## src/rtl/bomb_game_ctrl.sv

```systemverilog
// bomb_game_ctrl: game sequencer for the bomb-defusal dot-matrix display.
// Arms the bomb, runs the fuse prescaler, draws a secret wire from a
// free-running LFSR and judges wire cuts. Ends in DEFUSED or EXPLODED.
// Optional feature macro: BOMB_CUT_PENALTY_EN
//   undefined -> a wrong cut explodes the bomb at once
//   defined   -> a wrong cut burns one extra fuse step instead
module bomb_game_ctrl #(
   parameter int         TICK_DIV   = 50,
   parameter int         FUSE_STEPS = 4,
   parameter logic [7:0] LFSR_SEED  = 8'hA5
) (
   input  logic       clk,
   input  logic       rst,
   input  logic       power,
   input  logic       arm,
   input  logic [3:0] cut,
   output logic       bomb_en,
   output logic       start,
   output logic [2:0] fuse_level,
   output logic       fail,
   output logic       win,
   output logic [1:0] state
);

   localparam logic [1:0] IDLE     = 2'd0;
   localparam logic [1:0] ARMED    = 2'd1;
   localparam logic [1:0] DEFUSED  = 2'd2;
   localparam logic [1:0] EXPLODED = 2'd3;

   localparam int            PW        = (TICK_DIV > 1) ? $clog2(TICK_DIV) : 1;
   localparam logic [PW-1:0] PRE_LAST  = PW'(TICK_DIV - 1);
   localparam logic [2:0]    LEVEL_MAX = 3'(FUSE_STEPS);

   logic [1:0]    state_reg, state_next;
   logic [2:0]    level_reg, level_next;
   logic [PW-1:0] pre_reg, pre_next;
   logic [1:0]    key_reg, key_next;
   logic [7:0]    lfsr_reg;
   logic          arm_q;
   logic [3:0]    cut_q;
   logic          arm_rise;
   logic [3:0]    cut_rise;
   logic [3:0]    key_mask;
   logic          wrong_cut;
   logic          right_cut;
   logic          tick;

   assign arm_rise = arm & ~arm_q;

   genvar gi;
   generate
      for (gi = 0; gi < 4; gi++) begin : g_cut_edge
         assign cut_rise[gi] = cut[gi] & ~cut_q[gi];
      end
   endgenerate

   assign key_mask  = 4'b0001 << key_reg;
   assign wrong_cut = |(cut_rise & ~key_mask);
   assign right_cut = |(cut_rise & key_mask);
   assign tick      = (pre_reg == PRE_LAST);

   assign state      = state_reg;
   assign fuse_level = level_reg;

   // Next-state decision: power loss first, then arming, then cut/tick judging while ARMED.
   always_comb begin
      state_next = state_reg;
      level_next = level_reg;
      pre_next   = pre_reg;
      key_next   = key_reg;
      if (!power) begin
         state_next = IDLE;
         level_next = '0;
         pre_next   = '0;
         key_next   = '0;
      end else if (state_reg != ARMED) begin
         if (arm_rise && (cut == 4'b0000)) begin
            state_next = ARMED;
            level_next = '0;
            pre_next   = '0;
            key_next   = lfsr_reg[1:0];
         end
      end else if (wrong_cut) begin
`ifdef BOMB_CUT_PENALTY_EN
         // Penalty step also swallows a tick landing on the same cycle.
         pre_next   = '0;
         level_next = level_reg + 3'd1;
         if (level_next >= LEVEL_MAX) begin
            level_next = LEVEL_MAX;
            state_next = EXPLODED;
         end
`else
         state_next = EXPLODED;
         level_next = LEVEL_MAX;
`endif
      end else if (right_cut) begin
         state_next = DEFUSED;
      end else if (tick) begin
         pre_next   = '0;
         level_next = level_reg + 3'd1;
         if (level_next >= LEVEL_MAX) begin
            level_next = LEVEL_MAX;
            state_next = EXPLODED;
         end
      end else begin
         pre_next = pre_reg + PW'(1);
      end
   end

   // State, LFSR, edge history and registered flag outputs.
   always_ff @(posedge clk) begin
      if (rst) begin
         state_reg <= IDLE;
         level_reg <= '0;
         pre_reg   <= '0;
         key_reg   <= '0;
         lfsr_reg  <= LFSR_SEED;
         arm_q     <= 1'b1;
         cut_q     <= 4'b1111;
         bomb_en   <= 1'b0;
         start     <= 1'b0;
         fail      <= 1'b0;
         win       <= 1'b0;
      end else begin
         state_reg <= state_next;
         level_reg <= level_next;
         pre_reg   <= pre_next;
         key_reg   <= key_next;
         lfsr_reg  <= {lfsr_reg[6:0], lfsr_reg[7] ^ lfsr_reg[5] ^ lfsr_reg[4] ^ lfsr_reg[3]};
         arm_q     <= arm;
         cut_q     <= cut;
         bomb_en   <= power;
         start     <= (state_next == ARMED);
         fail      <= (state_next == EXPLODED);
         win       <= (state_next == DEFUSED);
      end
   end

endmodule
```

## config.mk

```make
export PLATFORM = sky130hd
export DESIGN_NAME = bomb_game_ctrl
export DESIGN_NICKNAME = d
export VERILOG_FILES = /design/src/rtl/bomb_game_ctrl.sv
export SDC_FILE = /design/constraint.sdc
export NUM_CORES = 1
export LEC_CHECK = 0
export BUFFER_PORTS_ARGS = -buffer_cell sky130_fd_sc_hd__clkbuf_2
export CAP_MARGIN = 0
export CORE_ASPECT_RATIO = 0.9
export CORE_UTILIZATION = 44
export DETAILED_ROUTE_END_ITERATION = 8
export GPL_TIMING_DRIVEN = 0
export PLACE_DENSITY = 0.68
export SYNTH_ARGS = -nofsm -noshare
export SYNTH_HDL_FRONTEND = slang
export SYNTH_SLANG_ARGS = --single-unit
export TNS_END_PERCENT = 10
```

## constraint.sdc

```tcl
create_clock -name clk -period 2 [get_ports clk]
set_input_delay 0 -clock clk [delete_from_list [all_inputs] [get_ports clk]]
set_output_delay 0 -clock clk [all_outputs]
set_load 0.05 [all_outputs]
```

==> impl_metrics.py, run 1 <==
metrics = {
    "run_status": {
        "status": "finished clean",
    },
    "global_route": {
        "grt_overflow_total": 0,
        "grt_max_degree": 11,
        "grt_usage": 0.194,
        "grt_antenna_before_repair": 0,
        "grt_pass1_vias": 1018,
        "grt_pass1_wl_mm": 4.39,
    },
    "yosys": {
        "synth_top_cell_area_share": 0.453,
        "syn-num-nets": 150,
        "ys.flop_type": "dfxtp_1",
        "synth_edf_count": 0,
        "ys_seq_area_frac": 0.453,
        "async_reset_ff_frac": 0,
        "avgSynthCellArea_um2": 9.53,
        "yosysWarnings": 0,
        "synth-seq-cells": 30,
        "synth_top_area_cell": "dfxtp_1",
        "netlist_instances": 139,
        "syn_area_um2": 1330,
        "synth_cell_types": 42,
        "ys_top_cells_by_area": "dfxtp_1 (45%), nor2b_1 (5.7%), or2_2 (4.7%)",
    },
    "place": {
        "placed_area_um2": 1460,
        "hpwl_mm": 1.89,
        "io_buffers": 16,
        "globalplace.congestion": 0.796,
    },
    "clock_tree": {
        "cts_max_level": 2,
        "cts_tree": "built",
        "clk_pin_slew_ns": 0.09,
        "cts_setup_buffers": 0,
        "clock_path_buffers": 2,
        "clock_latency_ns": 0.33,
        "cts_root_buf": "clkbuf_4",
        "cts_resized": 0,
        "numCtsBuffers": 5,
        "cts_sinks": 30,
        "hold_buffers": 6,
    },
    "finish": {
        "mostFrequentLayoutCells": "dfxtp_1 (30), clkbuf_2 (16), nor2b_1 (12), nand2_1 (12), or2_2 (10)",
        "largest_reg_flops": 8,
        "fillCellCount": 292,
        "antenna_cells": 0,
        "layout.nets": 179,
        "synthToLayoutAreaGrowth_pct": 18.9,
        "layout.cells.most_common": "dfxtp_1",
        "drive_above_1_share": 0.237,
        "design_area_um2": 1580,
    },
    "power_and_ir_drop": {
        "peakVddDrop_uv": 448,
        "leakage_uw": 0.000643,
        "pwr_density_cell_nw_per_um2": 693,
    },
    "timing": {
        "setup_viol_count_final": 0,
        "max_freq_mhz": 538,
        "finalSetupTns_ns": 0,
        "tightest_slew_ns": 0.459,
        "final.min_clock_period_ns": 1.86,
        "drv_slew": 0,
        "rsz0062_at_grt": "false",
        "clock-skew-final_ns": 0.00714,
        "hold_viol": 0,
        "slew_headroom": 0.694,
        "fin_crit_sh": 0.930,
    },
    "critical_path": {
        "required_ns": 2.23,
        "r2r_slack_ns": 0.18,
        "end_kind": "flop",
        "rr_endpoint": "pre_reg[5]",
        "r2r_cells": 5,
        "crit_arrival_ns": 2.09,
        "path_class": "input port to flop",
        "timing.rr.start": "arm_q",
        "crit_path_max_fanout": 8,
        "cp-start-kind": "input port",
    },
    "floorplan": {
        "die_x_um": 59.8,
        "die_h_um": 54.1,
        "core_um2": 2790,
        "dieArea_um2": 3240,
        "io_pins": 17,
        "initial_core_util": 0.474,
        "rows": 18,
    },
    "routing": {
        "vias": 1096,
        "routed_wl_mm": 2.62,
        "drt_iter0_drc": 61,
        "wl_per_cell_um": 12.6,
        "drtPass1Iterations": 4,
        "ant_nets": 0,
        "drc_errors": 0,
        "vias_per_cell": 5.24,
    },
    "worst_hold_path": {
        "min_to": "win",
        "holdCritStartpoint": "power",
        "hp-class": "input port to flop",
        "holdPathStages": 3,
    },
    "flow_run": {
        "drv_cap": 0,
    },
}
cell usage after synthesis (all sizes together), types with 2 or more instances:
cell and instances:
nor2 8, clkbuf 3, o21ai 4, xor2 3
nand2b 3, nor3 2, or4 2, dfxtp 30
nor2b 12, nand2 12, nor3b 3, ha 3
o221ai 2, o211ai 2, nor4 2, nand3 8
o41ai 2, inv 5, or2 11, a21oi 5
cell families after synthesis:
family,after synthesis,share of synthesized area
compound gates,26,0.160
simple gates,66,0.285
flops,30,0.453
xor+xnor,4,0.0264
buf+inv,8,0.0227
fa+ha+maj,3,0.0283
mux,2,0.0246
per-stage QoR:
step	hold WS (ns)	total power (uW)	util	setup slack [ns]	std cells
6_report	0.0384	1090	0.564	0.141	209
5_1_grt	0.0666	1140	0.564	0.0383	209
4_1_cts	0.0351	1110	0.564	0.151	209
3_5_place_dp	0.201	719	0.521	0.187	195
3_3_place_gp	0.198	716	0.521	0.197	195
2_1_floorplan	0.0716	693	-	0.209	139
critical path, cell delays in order:
cell and delay [ns]:
dlygate4sd3_1 0.53, clkbuf_2 0.12, or4b_4 0.55, nor3_4 0.30, a21oi_2 0.19, a32o_1 0.24, a21o_1 0.17
power breakdown:
group / total (uW) / leakage (uW) / internal [uW] / switching [uW]
Combinational: 86.6 / 0.000361 / 41.6 / 44.9
Clock: 379 / 0.0000353 / 170 / 209
Sequential: 627 / 0.000246 / 619 / 7.97
Total: 1090 / 0.000643 / 830 / 262
layer usage:
metal	routed length, um	vias up	global-route usage
met1	1170	512	0.221
met2	1290	25	0.319
met4	43	0	0.0969
li1	-	554	-
met3	119	5	0.0745
met5	0	-	0
how the worst max path moves through the flow:
stage,from,to,depth (start not counted)
after floorplan,state[0],pre_reg[4],5
after detailed placement,arm_q,pre_reg[5],5
after global routing,cut[3],pre_reg[5],7
after global placement,arm_q,pre_reg[5],5
final,cut[3],pre_reg[5],7
after CTS,cut[3],pre_reg[5],7
area by class of cell:
cell class	count	area, um^2	area share
Multi-Input combinational cell	101	694	0.441
Sequential cell	30	601	0.381
Timing Repair Buffer	22	140	0.0890
Clock buffer	7	55.1	0.0349
Tap cell	40	50.0	0.0318
Inverter	5	18.8	0.0119
Buffer	3	11.3	0.00715
Clock inverter	1	5.00	0.00318
Power figures use the tool's default switching activity.
==> inputs of run 2 (changes only) <==
--- a/config.mk
+++ b/config.mk
@@ -12,6 +12,7 @@
 export DETAILED_ROUTE_END_ITERATION = 8
 export GPL_TIMING_DRIVEN = 0
 export PLACE_DENSITY = 0.68
+export RECOVER_POWER = 25
 export SYNTH_ARGS = -nofsm -noshare
 export SYNTH_HDL_FRONTEND = slang
 export SYNTH_SLANG_ARGS = --single-unit
==> impl_metrics.py, run 2 (same netlist as run 1, synthesis figures left out) <==
metrics = {
    "clock_tree": {
        "cts_sinks": 30,
        "clk_pin_slew_ns": 0.09,
        "clock_path_buffers": 2,
        "cts_resized": 0,
        "cts_max_level": 2,
        "cts_root_buf": "clkbuf_4",
        "numCtsBuffers": 5,
        "cts_tree": "built",
        "clock_latency_ns": 0.33,
    },
    "routing": {
        "drc_errors": 0,
        "wl_per_cell_um": 12.6,
        "drt_iter0_drc": 61,
        "drtPass1Iterations": 4,
        "ant_nets": 0,
        "vias_per_cell": 5.25,
        "vias": 1097,
        "routed_wl_mm": 2.63,
    },
    "floorplan": {
        "rows": 18,
        "die_x_um": 59.8,
        "io_pins": 17,
        "dieArea_um2": 3240,
        "die_h_um": 54.1,
        "initial_core_util": 0.474,
        "core_um2": 2790,
    },
    "finish": {
        "design_area_um2": 1570,
        "synthToLayoutAreaGrowth_pct": 18.5,
        "fillCellCount": 293,
        "regArea_um2": 601,
        "layout.cells.most_common": "dfxtp_1",
        "final_util": 0.562,
        "largest_reg_flops": 8,
        "mostFrequentLayoutCells": "dfxtp_1 (30), nor2b_1 (12), nand2_1 (12), clkbuf_2 (12), or2_2 (10)",
        "drive_above_1_share": 0.213,
        "layout.nets": 179,
        "multi_input_area_um2": 694,
        "antenna_cells": 0,
    },
    "place": {
        "hpwl_mm": 1.89,
        "placed_area_um2": 1460,
        "globalplace.congestion": 0.796,
        "io_buffers": 16,
    },
    "worst_hold_path": {
        "hp-class": "input port to flop",
        "min_to": "win",
        "holdPathStages": 3,
        "holdCritStartpoint": "power",
    },
    "power_and_ir_drop": {
        "leakage_uw": 0.000629,
        "peakVddDrop_uv": 448,
        "pwr_density_cell_nw_per_um2": 696,
    },
    "global_route": {
        "grt_pass1_vias": 1018,
        "grt_usage": 0.194,
        "grt_antenna_before_repair": 0,
        "grt_overflow_total": 0,
        "grt_pass1_wl_mm": 4.39,
        "grt_max_degree": 11,
    },
    "timing": {
        "setup_viol_count_final": 0,
        "clock-skew-final_ns": 0.00722,
        "tightest_slew_ns": 0.592,
        "finalSetupTns_ns": 0,
        "rsz0062_at_grt": "false",
        "hold_slack_ns": 0.0384,
        "drv_slew": 0,
        "fin_crit_sh": 0.930,
        "hold_viol": 0,
        "max_freq_mhz": 538,
        "slew_headroom": 0.607,
        "final.min_clock_period_ns": 1.86,
    },
    "flow_run": {
        "drv_cap": 0,
    },
    "critical_path": {
        "crit_arrival_ns": 2.09,
        "path_class": "input port to flop",
        "required_ns": 2.23,
        "timing.rr.start": "arm_q",
        "rr_endpoint": "pre_reg[5]",
        "r2r_slack_ns": 0.18,
        "crit_path_max_fanout": 8,
        "r2r_cells": 5,
        "end_kind": "flop",
        "cp-start-kind": "input port",
    },
    "run_status": {
        "status": "finished clean",
    },
}
-- run 2: per-layer routing --
layer | routed length [um] | up-vias | GRT usage
li1 | - | 554 | -
met1 | 1180 | 513 | 0.221
met2 | 1290 | 25 | 0.319
met3 | 119 | 5 | 0.0745
met4 | 43 | 0 | 0.0969
met5 | 0 | - | 0
-- run 2: layout make-up --
cell class / instances / share of cell area
plain buffers: 3 / 0.00717
well taps: 40 / 0.0319
flip-flops and latches: 30 / 0.382
multi-input cells: 101 / 0.442
clock inverters: 1 / 0.00319
repair buffers: 22 / 0.0861
clock buffers: 7 / 0.0351
inverters: 5 / 0.0120
-- run 2: worst max-delay path by stage --
stage               slack [ns]      from  depth (start not counted)          to
finish                    0.14    cut[3]                          7  pre_reg[5]
global route              0.03       rst                          8  pre_reg[4]
CTS                       0.15    cut[3]                          7  pre_reg[5]
detailed placement        0.19     arm_q                          5  pre_reg[5]
global placement          0.20     arm_q                          5  pre_reg[5]
floorplan                 0.21  state[0]                          5  pre_reg[4]
-- run 2: report_power, final --
group	internal, uW	switching, uW	total [uW]
Clock	170	209	379
Combinational	41.3	44.9	86.3
Sequential	619	7.97	627
-- run 2: critical path, stage by stage --
cell and delay, ns:
dlygate4sd3_1 0.53, clkbuf_2 0.12, or4b_4 0.55, nor3_4 0.30, a21oi_2 0.19, a32o_1 0.24
a21o_1 0.17
-- run 2: repair_timing --
item | CTS | global route
hold endpoints to repair | 10 | 0
hold buffers | 6 | 0
setup buffers | 0 | 0
-- run 2: metrics by stage --
step           cells  setup WS [ns]  total power [uW]
6_report         209          0.141              1090
2_1_floorplan    139          0.209               693
4_1_cts          209          0.151              1110
5_1_grt          209         0.0268              1140
3_5_place_dp     195          0.187               719
3_3_place_gp     195          0.197               716
